## src/rtl/ram_arb_pkg.sv

```systemverilog
// ram_arb_pkg: shared widths, FSM states and address-field helpers for ram_bank_arbiter
package ram_arb_pkg;
    localparam int DATA_W = 4;
    localparam int ROW_W  = 2;
    localparam int COL_W  = 2;
    localparam int ADDR_W = 1 + ROW_W + COL_W;

    typedef enum logic [1:0] {IDLE, ISSUE, WAIT, RESP} state_t;
    typedef logic [0:0] req_idx_t;

    function automatic logic bank_of(input logic [ADDR_W-1:0] a);
        return a[ADDR_W-1];
    endfunction

    function automatic logic [ROW_W-1:0] row_of(input logic [ADDR_W-1:0] a);
        return a[COL_W+:ROW_W];
    endfunction

    function automatic logic [COL_W-1:0] col_of(input logic [ADDR_W-1:0] a);
        return a[COL_W-1:0];
    endfunction
endpackage

```

## src/rtl/ram_bank_arbiter_if.sv

```systemverilog
// ram_bank_arbiter_if: requester and RAM-side signals of the arbiter; slave is the arbiter
interface ram_bank_arbiter_if;
    import ram_arb_pkg::*;
    logic [1:0]          req;
    logic [1:0]          req_we;
    logic [2*ADDR_W-1:0] req_addr;
    logic [2*DATA_W-1:0] req_wdata;
    logic [1:0]          gnt;
    logic [1:0]          rvalid;
    logic [DATA_W-1:0]   rdata;
    logic                cs;
    logic                we;
    logic                oe;
    logic                bank_selector;
    logic [ROW_W-1:0]    addr_row;
    logic [COL_W-1:0]    addr_col;
    logic [DATA_W-1:0]   datain;
    logic [DATA_W-1:0]   dataout;

    modport master (
        output req, req_we, req_addr, req_wdata, dataout,
        input  gnt, rvalid, rdata, cs, we, oe, bank_selector, addr_row, addr_col, datain
    );
    modport slave (
        input  req, req_we, req_addr, req_wdata, dataout,
        output gnt, rvalid, rdata, cs, we, oe, bank_selector, addr_row, addr_col, datain
    );
endinterface

```

## src/rtl/ram_bank_arbiter_rr_arb2.sv

```systemverilog
// rr_arb2: two-way arbiter; ties go to the requester not granted last, or always
// to req0 when RAM_ARB_FIXED_PRIO_EN is defined
module rr_arb2 (
    input  logic       clk,
    input  logic       rst_n,
    input  logic [1:0] req_i,
    input  logic       adv_i,
    output logic [1:0] gnt_o
);
    logic last_q;
    logic last_d;
    logic tie_to_0;

`ifdef RAM_ARB_FIXED_PRIO_EN
    assign tie_to_0 = 1'b1;
`else
    assign tie_to_0 = last_q;
`endif

    assign gnt_o  = &req_i ? (tie_to_0 ? 2'b01 : 2'b10) : req_i;
    assign last_d = (adv_i && |req_i) ? gnt_o[1] : last_q;

    // last granted starts as req1 so req0 wins the first tie
    always_ff @(posedge clk or negedge rst_n)
        if (!rst_n) last_q <= 1'b1;
        else last_q <= last_d;
endmodule

```

## src/rtl/ram_bank_arbiter.sv

```systemverilog
// ram_bank_arbiter: two-requester sequencer for the 2-bank basic RAM, one access at a time.
// Tie-break policy selectable with RAM_ARB_FIXED_PRIO_EN (handled in rr_arb2).
module ram_bank_arbiter
    import ram_arb_pkg::*;
#(
    parameter int RD_LAT = 1
) (
    input logic               clk,
    input logic               rst_n,
    ram_bank_arbiter_if.slave bus
);
    state_t            state_q;
    req_idx_t          win_q;
    req_idx_t          win_d;
    logic [1:0]        cnt_q;
    logic [1:0]        pick;
    logic              sel_we;
    logic [ADDR_W-1:0] sel_addr;
    logic [DATA_W-1:0] sel_wdata;

    rr_arb2 u_arb (
        .clk  (clk),
        .rst_n(rst_n),
        .req_i(bus.req),
        .adv_i(state_q == IDLE),
        .gnt_o(pick)
    );

    assign win_d     = pick[1];
    assign sel_we    = bus.req_we[win_d];
    assign sel_addr  = win_d ? bus.req_addr[2*ADDR_W-1:ADDR_W] : bus.req_addr[ADDR_W-1:0];
    assign sel_wdata = win_d ? bus.req_wdata[2*DATA_W-1:DATA_W] : bus.req_wdata[DATA_W-1:0];

    always_ff @(posedge clk or negedge rst_n)
        if (!rst_n) begin
            state_q           <= IDLE;
            win_q             <= '0;
            cnt_q             <= '0;
            bus.gnt           <= '0;
            bus.rvalid        <= '0;
            bus.rdata         <= '0;
            bus.cs            <= 1'b0;
            bus.we            <= 1'b0;
            bus.oe            <= 1'b0;
            bus.bank_selector <= 1'b0;
            bus.addr_row      <= '0;
            bus.addr_col      <= '0;
            bus.datain        <= '0;
        end else begin
            bus.gnt    <= '0;
            bus.rvalid <= '0;
            case (state_q)
                IDLE: if (|bus.req) begin
                    state_q           <= ISSUE;
                    win_q             <= win_d;
                    bus.gnt           <= pick;
                    bus.cs            <= 1'b1;
                    bus.we            <= sel_we;
                    bus.oe            <= !sel_we;
                    bus.bank_selector <= bank_of(sel_addr);
                    bus.addr_row      <= row_of(sel_addr);
                    bus.addr_col      <= col_of(sel_addr);
                    if (sel_we) bus.datain <= sel_wdata;
                end
                ISSUE: begin
                    state_q <= bus.we ? IDLE : WAIT;
                    cnt_q   <= 2'(RD_LAT - 1);
                    bus.cs  <= !bus.we;
                    bus.we  <= 1'b0;
                end
                WAIT: if (cnt_q == '0) begin
                    state_q    <= RESP;
                    bus.rdata  <= bus.dataout;
                    bus.rvalid <= win_q[0] ? 2'b10 : 2'b01;
                    bus.cs     <= 1'b0;
                    bus.oe     <= 1'b0;
                end else begin
                    cnt_q <= cnt_q - 2'd1;
                end
                default: state_q <= IDLE;
            endcase
        end
endmodule

```

## src/flat_wrapper.sv

```systemverilog
// flat-port wrapper written by rule: the top's interface ports become plain ports
module ram_bank_arbiter_flat import ram_arb_pkg::*;
#(
    parameter int RD_LAT = 1
)
  (clk, rst_n, bus_req, bus_req_we, bus_req_addr, bus_req_wdata, bus_dataout, bus_gnt, bus_rvalid, bus_rdata, bus_cs, bus_we, bus_oe, bus_bank_selector, bus_addr_row, bus_addr_col, bus_datain);
  ram_bank_arbiter_if bus_i ();
  input logic clk;
  input logic rst_n;
  input wire logic [$bits(bus_i.req)-1:0] bus_req;
  input wire logic [$bits(bus_i.req_we)-1:0] bus_req_we;
  input wire logic [$bits(bus_i.req_addr)-1:0] bus_req_addr;
  input wire logic [$bits(bus_i.req_wdata)-1:0] bus_req_wdata;
  input wire logic [$bits(bus_i.dataout)-1:0] bus_dataout;
  output wire logic [$bits(bus_i.gnt)-1:0] bus_gnt;
  output wire logic [$bits(bus_i.rvalid)-1:0] bus_rvalid;
  output wire logic [$bits(bus_i.rdata)-1:0] bus_rdata;
  output wire logic [$bits(bus_i.cs)-1:0] bus_cs;
  output wire logic [$bits(bus_i.we)-1:0] bus_we;
  output wire logic [$bits(bus_i.oe)-1:0] bus_oe;
  output wire logic [$bits(bus_i.bank_selector)-1:0] bus_bank_selector;
  output wire logic [$bits(bus_i.addr_row)-1:0] bus_addr_row;
  output wire logic [$bits(bus_i.addr_col)-1:0] bus_addr_col;
  output wire logic [$bits(bus_i.datain)-1:0] bus_datain;
  assign bus_i.req = bus_req;
  assign bus_i.req_we = bus_req_we;
  assign bus_i.req_addr = bus_req_addr;
  assign bus_i.req_wdata = bus_req_wdata;
  assign bus_i.dataout = bus_dataout;
  assign bus_gnt = bus_i.gnt;
  assign bus_rvalid = bus_i.rvalid;
  assign bus_rdata = bus_i.rdata;
  assign bus_cs = bus_i.cs;
  assign bus_we = bus_i.we;
  assign bus_oe = bus_i.oe;
  assign bus_bank_selector = bus_i.bank_selector;
  assign bus_addr_row = bus_i.addr_row;
  assign bus_addr_col = bus_i.addr_col;
  assign bus_datain = bus_i.datain;
  ram_bank_arbiter #(.RD_LAT(RD_LAT)) u_core (.clk(clk), .rst_n(rst_n), .bus(bus_i));
endmodule
```

## config.mk

```make
export PLATFORM = sky130hd
export DESIGN_NAME = ram_bank_arbiter_flat
export DESIGN_NICKNAME = d
export VERILOG_FILES = /design/src/rtl/ram_arb_pkg.sv /design/src/rtl/ram_bank_arbiter_if.sv /design/src/rtl/ram_bank_arbiter_rr_arb2.sv /design/src/rtl/ram_bank_arbiter.sv /design/src/flat_wrapper.sv
export SDC_FILE = /design/constraint.sdc
export NUM_CORES = 1
export LEC_CHECK = 0
export CORE_ASPECT_RATIO = 0.7
export CORE_MARGIN = 3
export CORE_UTILIZATION = 29
export DETAILED_ROUTE_END_ITERATION = 10
export PLACE_DENSITY = 0.59
export SYNTH_ARGS = -nofsm -noshare
export SYNTH_HDL_FRONTEND = slang
export SYNTH_SLANG_ARGS = --single-unit
```

## constraint.sdc

```tcl
create_clock -name clk -period 1.7 [get_ports clk]
set_clock_uncertainty 0.15 [all_clocks]
set_input_delay 0.34 -clock clk [delete_from_list [all_inputs] [get_ports clk]]
set_output_delay 0.34 -clock clk [all_outputs]
set_load 0.01 [all_outputs]
```

; Yosys cells after proc, flatten, opt, wreduce, memory -nomap -nowiden
; Index checks and enable logic that the tools add are counted.
[totals]
reg_bits = 26
[classes]
n_lt_le_gt_ge = 1
n_addsub = 1
muxes = 24
eq_ne = 5
reduce_logical = 19
[ops]
columns = op, count
row1 = $mux W2, 11
row2 = $reduce_and A2 Y1, 6
row3 = $reduce_and A3 Y1, 3
row4 = $mux W1, 6
row5 = $pmux W2 S3, 1
row6 = $reduce_bool A2 Y1, 3
row7 = $mux W5, 1
row8 = $logic_not A2 Y1, 2
row9 = $mux W4, 1
row10 = $ne A2 B1 Y1 const B, 2
row11 = $pmux W1 S2, 2
row12 = $pmux W2 S2, 1
row13 = $pmux W1 S3, 1
row14 = $reduce_bool A3 Y1, 1
row15 = $eq A2 B1 Y1 const B, 1
row16 = $eq A2 B2 Y1 const B, 1
row17 = $logic_not A1 Y1, 2
row18 = $lt A1 B2 Y1 const B, 1
row19 = $ne A2 B2 Y1 const B, 1
row20 = $reduce_or A2 Y1, 1
row21 = $sub A2 B1 Y2 const B, 1
row22 = $logic_and A1 B1 Y1, 1

; Depth between registers and ports, before layout
; Gate-level depths: netlist (run 1).
[depth]
depth_word = 7
depth_mapped = 5
ltp_nobuf = 5

; Modules after synthesis
; A second synthesis (run 1) with hierarchy kept.
[unflattened]
hier_cells = 94
area_unflattened_um2 = 1233.7
[by_module_without_submodules]
columns = mod, instances, seq_area_each_um2, area_per_inst_um2, cells_each
row1 = ram_bank_arbiter, 1, 625.6, 1177.4, 88
row2 = rr_arb2, 1, 26.3, 56.3, 6

; Worst setup path after synthesis (run 1)
; OpenSTA, ideal clock, no wires.
[synth_timing]
kind = register to register
from = reg u_core.state_q[1]
to = reg u_core.bus.datain[2]
arrival_time_ns = 1.563
t_required_ns = 1.451
setup_slack_ns = -0.113
synth_period_minus_slack_ns = 1.813
path_stages_with_launch = 6
path_cell_list = dfrtp_1 -> buf_6 -> or3b_1 -> buf_2 -> or3_4 -> a311oi_1
[synth_between]
elab_chain_len = 2
[synth_lines]
columns = item, line_no
row1 = "start, declared", ram_bank_arbiter.sv:12  ; state_t state_q;
row2 = "start signal, assigned", ram_bank_arbiter.sv:66  ; state_q <= bus.we ? IDLE : WAIT;
row3 = $logic_not A2 Y1, ram_bank_arbiter.sv:52  ; case (state_q)
row4 = $reduce_and A3 Y1 (no line), -
row5 = "end signal, assigned", ram_bank_arbiter.sv:63  ; if (sel_we) bus.datain <= sel_wdata;
row6 = "end, declared", ram_bank_arbiter_if.sv:26  ; output gnt, rvalid, rdata, cs, we, oe, bank_selector, addr_row, addr_col, datain
; Every way passes these cells.
; A chain may end at the register's enable or synchronous reset.

; Final worst setup path (run 1)
[layout_timing]
from = reg u_core.state_q[0]
to = reg u_core.bus.datain[0]
; The elaborated chain is that of the path after synthesis.

==> results of run 1 <==
## cells in the mapped netlist
| library cell | count | area, µm² |
|---|---|---|
| a21bo_2 | 1 | 10.0 |
| a21boi_1 | 1 | 7.51 |
| a21o_1 | 1 | 7.51 |
| a21oi_1 | 3 | 15.0 |
| a311oi_1 | 5 | 43.8 |
| and2_1 | 1 | 6.26 |
| buf_2 | 2 | 10.0 |
| buf_6 | 1 | 11.3 |
| clkbuf_1 | 1 | 3.75 |
| dfrtp_1 | 25 | 626 |
| dfstp_2 | 1 | 26.3 |
| ha_1 | 1 | 12.5 |
| inv_1 | 10 | 37.5 |
| mux2_2 | 15 | 169 |
| mux2i_1 | 1 | 10.0 |
| nand2_1 | 5 | 18.8 |
| nand2b_1 | 1 | 6.26 |
| nand3_1 | 2 | 10.0 |
| nand3b_1 | 1 | 7.51 |
| nor2_1 | 4 | 15.0 |
| nor2b_1 | 1 | 6.26 |
| nor3_1 | 5 | 25.0 |
| nor3b_1 | 2 | 15.0 |
| nor4_1 | 5 | 31.3 |
| o21a_1 | 1 | 7.51 |
| o21ai_0 | 5 | 25.0 |
| o21ai_1 | 1 | 5.00 |
| or2_2 | 1 | 6.26 |
| or3_4 | 1 | 11.3 |
| or3b_1 | 2 | 17.5 |
## power by group
group / leakage, µW / total [µW] / internal (µW) / switching (µW)
logic: 0.000561 / 1420 / 838 / 583
registers: 0.000313 / 1040 / 895 / 143
clock network: 0.0000357 / 514 / 315 / 199
## sequential cells by signal, summed over array words and instances (netlist names), 2 cells and up
name and flops:
u_core.bus.addr_col 2, u_core.bus.datain 4, u_core.bus.rvalid 2, u_core.state_q 2
u_core.bus.addr_row 2, u_core.bus.gnt 2, u_core.cnt_q 2, u_core.bus.rdata 4
## metal layers
metal	up-vias	global-route usage [%]	part of all wire, %
met1	479	14.5	46
met3	2	5.51	9.6
met2	40	22.0	44
li1	513	-	-
met5	-	0	0
met4	0	2.10	0.27
## worst reg2reg max path, stage by stage, from the launching register on
cell,delay (ns)
dfrtp_1,0.42
or3b_1,0.40
or3_4,0.37
a311oi_2,0.24
## worst paths after layout
kind / start / endpoint / slack, ns
worst max-delay path: u_core.state_q[0] / u_core.bus.datain[0] / 0.04
min in group clk: u_core.win_q / u_core.bus.rvalid[0] / 0.31
worst min register to register: u_core.win_q / u_core.bus.rvalid[0] / 0.31
max in group asynchronous: rst_n / u_core.u_arb.last_q / 0.90
worst max register to register: u_core.state_q[0] / u_core.bus.datain[0] / 0.04
worst min-delay path: rst_n / u_core.bus.we / 0.27
## per-stage QoR
| stage | cell area (µm²) | power [µW] |
|---|---|---|
| 5_1_grt | 1970 | 3180 |
| 3_5_place_dp | 1870 | 2500 |
| 2_1_floorplan | 1210 | 1730 |
| 4_1_cts | 1950 | 3030 |
| 6_report | 1970 | 2970 |
| 3_3_place_gp | 1870 | 2470 |
## kinds of logic (layout without fill, tap and decap cells)
logic type                 after synthesis  in the layout  share of synthesized area [%]
adders and majority gates                1              1                           1.04
buffers and inverters                   14             81                           5.20
muxes                                   16             16                           14.9
and+or+nand+nor                         31             31                           14.7
DFF                                     26             26                           54.2
AOI/OAI and AO/OA                       18             18                           10.1
## final cells by class
| cell class | count | area [µm²] |
|---|---|---|
| Fill cell | 356 | 1770 |
| Sequential cell | 26 | 652 |
| Timing Repair Buffer | 67 | 647 |
| Multi-Input combinational cell | 66 | 502 |
| Tap cell | 50 | 62.6 |
| Clock buffer | 3 | 41.3 |
| Inverter | 10 | 37.5 |
| Clock inverter | 1 | 30.0 |
## repair_timing
item                                    CTS  global route
cloned                                    0             0
endpoints found under the hold margin     0             0
endpoints found under the setup margin   12             9
pin swaps                                 1             0
gates resized for setup                   6             7
buffers inserted                          1             0
==> flow_summary.json, run 1 <==
{
  "start_util_pct": 32.2,
  "n_antenna_cell": 0,
  "placed_cells": 218,
  "die_width_um": 83,
  "core_region_area_um2": 3740,
  "cts.clk_slew.worst_paths_ns": 0.09,
  "syn_inst": 106,
  "post-route-period-util_pct": 97.9,
  "final_common_cell": "clkdlybuf4s50_1",
  "rsz0062_at_grt": "yes",
  "ctsRootBufferMaster": "clkbuf_8",
  "fin_crit_ns": 1.66,
  "dpl_worst_slack_ns": -0.420,
  "path_delay_family": "simple AND/OR/NAND/NOR gates",
  "cts_max_path_buffers": 2,
  "crit_fanout": 5,
  "grt_max_degree": 27,
  "grtUsageTotal_pct": 12.5,
  "drt_iter0_markers": 32,
  "cap_violations": 0,
  "die_area_um2": 4970,
  "cp.depth": 3,
  "grt-ovfl-total": 0,
  "crit_chain": "or3b_1 -> or3_4 -> a311oi_2",
  "p_per_area_nw_per_um2": 1510,
  "postSynthAreaPerCell_um2": 11.4,
  "worst_path_max_delay_cell": "dfrtp_1",
  "first_pass_iters": 4,
  "critPathKind": "flip-flop to flip-flop",
  "cts_tree": "done",
  "stdcell_count": 223,
  "cts_sinks": 26,
  "port_buffers": 47,
  "io_pins": 48,
  "p_leak_uw": 0.000911,
  "drive_gt1_share_pct": 26.0,
  "required_ns": 1.74,
  "setup_violations": 0,
  "clock.fmax_ghz": 0.601,
  "worstMarginPinSlew_ns": 0.351,
  "grt_pass1_vias": 1069,
  "critPathLaunchType": "flip-flop",
  "synth_cell_types": 30,
  "drc_errors": 0,
  "die_h_um": 59.9,
  "ys_ff_latch": 26,
  "clk_latency_ns": 0.27,
  "worst_slack_ns": 0.0357,
  "final_cell_mix": "clkdlybuf4s50_1 (37), dfrtp_1 (25), buf_4 (18), mux2_2 (15), inv_1 (10)",
  "via_per_inst": 4.64,
  "wirelength_um": 2930,
  "hold_buffers": 0,
  "slew-limit-headroom_pct": 76.4,
  "r2r_cells": 3,
  "antenna_found_initial": 0,
  "antenna_left": 0,
  "finalHoldViolations": 0,
  "dp.final_hpwl_um": 2300,
  "slew_violations": 0,
  "h-tree-depth": 1,
  "rows": 18,
  "cp.arrival_ns": 1.70,
  "cts_buffers": 3,
  "routabilityCongestion": 0.875,
  "syn-cell-area_um2": 1200,
  "peakVddDrop_uv": 602,
  "setup_tns_ns": 0,
  "yosysSeqAreaShare_pct": 54.2,
  "outcome": "completed",
  "nets": 203,
  "cp_num_buf_inv": 0,
  "crit_path_max_incr_delay_ns": 0.42,
  "syn_to_final_growth_pct": 63.8,
  "ys_warn_count": 0,
  "endpoint_kind": "flip-flop",
  "grt_pass1_wl_um": 4930,
  "hold_path.class": "input port to async pin",
  "hold_ws_ns": 0.269,
  "synth_fp_nets": 135,
  "vias": 1034,
  "wl_per_cell_um": 13.1,
  "final_util_pct": 52.7
}
(Power assumes the default switching activity.)
==> run 2: changes to the inputs <==
--- a/config.mk
+++ b/config.mk
@@ -9,7 +9,8 @@
 export CORE_MARGIN = 3
 export CORE_UTILIZATION = 29
 export DETAILED_ROUTE_END_ITERATION = 10
-export PLACE_DENSITY = 0.59
+export GPL_TIMING_DRIVEN = 0
+export PLACE_DENSITY = 0.56
 export SYNTH_ARGS = -nofsm -noshare
 export SYNTH_HDL_FRONTEND = slang
 export SYNTH_SLANG_ARGS = --single-unit
==> constraint.sdc (replaced) <==
create_clock -name clk -period 1.9 [get_ports clk]
set_clock_uncertainty 0.15 [all_clocks]
set_input_delay 0.38 -clock clk [delete_from_list [all_inputs] [get_ports clk]]
set_output_delay 0.38 -clock clk [all_outputs]
set_load 0.1 [all_outputs]
==> flow_summary.json, run 2 (synthesis results as in run 1) <==
{
  "vias": 997,
  "r2r_cells": 4,
  "routabilityCongestion": 0.793,
  "clock.fmax_ghz": 0.542,
  "worstMarginPinSlew_ns": 0.590,
  "rows": 18,
  "worst_path_max_delay_cell": "or3b_4",
  "path_delay_family": "simple AND/OR/NAND/NOR gates",
  "start_util_pct": 32.2,
  "port_buffers": 46,
  "grt-ovfl-total": 0,
  "setup_violations": 0,
  "die_width_um": 83,
  "grtUsageTotal_pct": 12.7,
  "r2r_slack_ns": 0.05,
  "crit_chain": "buf_6 -> or3b_4 -> or3_4 -> a311oi_2",
  "cp_num_buf_inv": 1,
  "cts.clk_slew.worst_paths_ns": 0.09,
  "fin_crit_ns": 1.85,
  "reg2reg_from": "u_core.state_q[1]",
  "cts_max_path_buffers": 2,
  "core_region_area_um2": 3740,
  "crit_fanout": 9,
  "slew-limit-headroom_pct": 60.7,
  "clk_latency_ns": 0.27,
  "final_cell_mix": "dfrtp_1 (25), clkdlybuf4s50_1 (24), clkdlybuf4s15_2 (20), mux2_2 (15), inv_1 (10)",
  "endpoint_kind": "flip-flop",
  "violations": "negative hold slack",
  "cap_violations": 0,
  "wirelength_um": 2830,
  "critPathLaunchType": "flip-flop",
  "grt_pass1_vias": 1082,
  "die_area_um2": 4970,
  "syn_to_final_growth_pct": 54.5,
  "via_per_inst": 4.86,
  "grt_max_degree": 27,
  "drt_iter0_markers": 39,
  "post-route-period-util_pct": 97.1,
  "finalHoldViolations": 25,
  "r2r-end": "u_core.bus.datain[2]",
  "hold_buffers": 0,
  "drive_gt1_share_pct": 34.8,
  "cts_tree": "done",
  "slew_violations": 0,
  "cts_buffers": 3,
  "outcome": "finished, violations left",
  "antenna_found_initial": 0,
  "final_common_cell": "dfrtp_1",
  "grt_pass1_wl_um": 5070,
  "hold_path.class": "input port to async pin",
  "nets": 185,
  "dp.final_hpwl_um": 2060,
  "first_pass_iters": 4,
  "die_h_um": 59.9,
  "drc_errors": 0,
  "io_pins": 48,
  "wl_per_cell_um": 13.8,
  "ctsRootBufferMaster": "clkbuf_8",
  "n_antenna_cell": 0,
  "cts_sinks": 26,
  "required_ns": 1.93,
  "largest_registers": "u_core.bus.datain: 4 flops, u_core.bus.rdata: 4 flops",
  "hold_ws_ns": -0.0524,
  "setup_tns_ns": 0,
  "antenna_left": 0,
  "cp.arrival_ns": 1.88,
  "rsz0062_at_grt": "no",
  "h-tree-depth": 1,
  "crit_path_max_incr_delay_ns": 0.41,
  "critPathKind": "flip-flop to flip-flop"
}
run 2: cell type report:
cell class | instances | area, µm²
clock buffers | 3 | 41.3
flip-flops and latches | 26 | 652
inverters | 10 | 37.5
plain buffers | 3 | 20.0
repair buffers | 46 | 479
clock inverters | 1 | 30.0
fillers | 363 | 1880
well taps | 50 | 62.6
multi-input cells | 66 | 537
run 2: per-stage QoR:
step           instance area (µm²)  util, %  instances  setup slack [ns]
2_1_floorplan                 1200        -        106            0.0814
3_3_place_gp                  1730     46.2        202            -0.601
3_5_place_dp                  1730     46.2        202            -0.641
4_1_cts                       1850     49.5        205           -0.0183
5_1_grt                       1860     49.7        205            0.0138
6_report                      1860     49.7        205            0.0547
run 2: how the worst max path moves through the flow:
stage	from	endpoint	slack, ns	cells past startpoint
global route	u_core.state_q[1]	u_core.bus.datain[2]	0.01	4
floorplan	bus_req[0]	u_core.bus.datain[2]	0.08	5
detailed placement	bus_req[1]	u_core.bus.bank_selector	-0.64	4
global placement	bus_req[1]	u_core.bus.addr_row[1]	-0.60	4
CTS	u_core.state_q[1]	u_core.bus.datain[2]	-0.02	4
finish	u_core.state_q[1]	u_core.bus.datain[2]	0.05	4
run 2: what timing repair did:
action | in CTS | in global routing
setup buffers | 0 | 0
endpoints found under the setup margin | 30 | 4
pin swaps | 2 | 2
gates resized for setup | 68 | 3
run 2: metal layers:
layer	vias up	wire length, µm	share of wire (%)	track usage (%)
li1	474	-	-	-
met1	480	1340	47	16.4
met2	41	1210	43	20.1
met3	2	262	9.3	5.51
met4	0	23	0.81	2.80
met5	-	0	0	0
Power of run 2 is left out: the tool's default activity adds up to more than one toggle a clock period on the data nets, which glitch-free logic cannot reach.
==> RTL edit (settings of run 2) <==
The 4 states of `state_t` get a Gray code encoding in 2 bits.
--- a/src/rtl/ram_arb_pkg.sv
+++ b/src/rtl/ram_arb_pkg.sv
@@ -5,7 +5,7 @@
     localparam int COL_W  = 2;
     localparam int ADDR_W = 1 + ROW_W + COL_W;
 
-    typedef enum logic [1:0] {IDLE, ISSUE, WAIT, RESP} state_t;
+    typedef enum logic [1:0] {IDLE = 2'b00, ISSUE = 2'b01, WAIT = 2'b11, RESP = 2'b10} state_t;
     typedef logic [0:0] req_idx_t;
 
     function automatic logic bank_of(input logic [ADDR_W-1:0] a);
Function: same outputs for any inputs over 10 cycles, from zero or initial values and one cycle with rst_n low; not proved beyond that.
==> RTL edit against run 2 <==
- final area is 0.94% lower
- critical path depth is 3 higher
- setup slack better by 0.059 ns
- routed wire length is 4.7% lower
- area after synthesis rose by 0.52%
- sequential cell count unchanged
- register-to-register slack improved by 0.20 ns
- critical path type is now primary input to register
- largest cell class unchanged
Power is not shown: default switching activity piles up to over one toggle a cycle in this logic, so the estimate is an artifact.
==> RTL edit: results (changes against run 2) <==
Status
  • Outcome: completed

Placement
  • Worst slack at placement: -0.217 ns (+0.424 ns)
  • Dpl cells: 206 (+2.0%)
  • # port buffers: 47 (+2.2%)
  • Placed cell area: 1740 um2 (+0.94%)
  • GP Congestion: 0.727 (-8.3%)
  • Dpl hpwl: 2130 um (+3.3%)

Synthesis
  • Syn_nets: 138 (+2.2%)
  • Top cells by count, synth: dfrtp_1, nor2_1, o21ai_0
  • Mapped Cells: 109 (+2.8%)
  • Sequential fraction of the synthesis area: 53.9% (-0.28 points)
  • Synth area leaders: dfrtp_1, nor2_1, mux2i_1, o21ai_0, buf_6

GRT
  • Vias in the first global route: 980 (-9.4%)
  • GRT Overall Usage: 11.4% (-1.3 points)
  • First-pass GRT wire length: 4550 um (-10%)

Final layout
  • Nets: 190 (+2.7%)
  • Layout cells sized above 1: 25.0% (-9.8 points)

Detailed routing
  • DRT Wirelength: 2700 um (-4.7%)
  • WL/cell: 12.9 um (-6.9%)
  • Iter 0 DRT Violations: 20 (-49%)
  • Via density per instance: 4.50 (-7.5%)

Clock network
  • CTS resizes: 60 (-12%)
  • Root Driver: clkbuf_8

STA
  • Worst slew pin tran: 1.12 ns (+0.531 ns)

Hold path
  • Min-Delay Path Class: register to register
[RTL edit: logic make-up (layout without fill, tap and decap cells)]
family | Yosys count | after routing | synth area share (%)
AND/OR/NAND/NOR | 36 | 36 | 17.1
buffers and inverters | 10 | 61 | 5.79
AO/OA/AOI/OAI | 27 | 27 | 14.4
multiplexers | 9 | 9 | 7.86
flip-flops | 26 | 26 | 53.9
adder cells (fa/ha/maj) | 1 | 1 | 1.03
[RTL edit: metal layers]
metal	wire length, um	vias up	track usage (%)	share of wire (%)
met4	13	0	1.40	0.48
li1	-	476	-	-
met3	169	2	4.13	6.3
met2	1210	26	18.4	45
met5	0	-	0	0
met1	1300	441	15.4	48
[RTL edit: final cells by class]
class / count / area [um2]
Buffer: 6 / 57.6
Clock buffer: 3 / 41.3
Clock inverter: 1 / 30.0
Fill cell: 345 / 1920
Inverter: 4 / 15.0
Multi-Input combinational cell: 73 / 488
Sequential cell: 26 / 652
Tap cell: 50 / 62.6
Timing Repair Buffer: 47 / 495
[RTL edit: critical path, cell delays in order]
cell and delay [ns]:
clkdlybuf4s50_1 0.54, a21bo_1 0.16, buf_6 0.13, clkbuf_4 0.22, nor2_1 0.05, o21ai_0 0.20, o21ai_1 0.10
[RTL edit: worst paths after layout]
kind,start,to,slack [ns],cells after the start
setup / recovery,bus_req[0],u_core.bus.oe,0.11,7
hold / removal,u_core.win_q,u_core.bus.rvalid[0],0.28,1
setup reg to reg,u_core.u_arb.last_q,u_core.bus.oe,0.25,6
hold reg to reg,u_core.win_q,u_core.bus.rvalid[0],0.28,1
max in group asynchronous,rst_n,u_core.bus.datain[3],0.37,1
min in group asynchronous,rst_n,u_core.bus.rdata[0],0.56,1
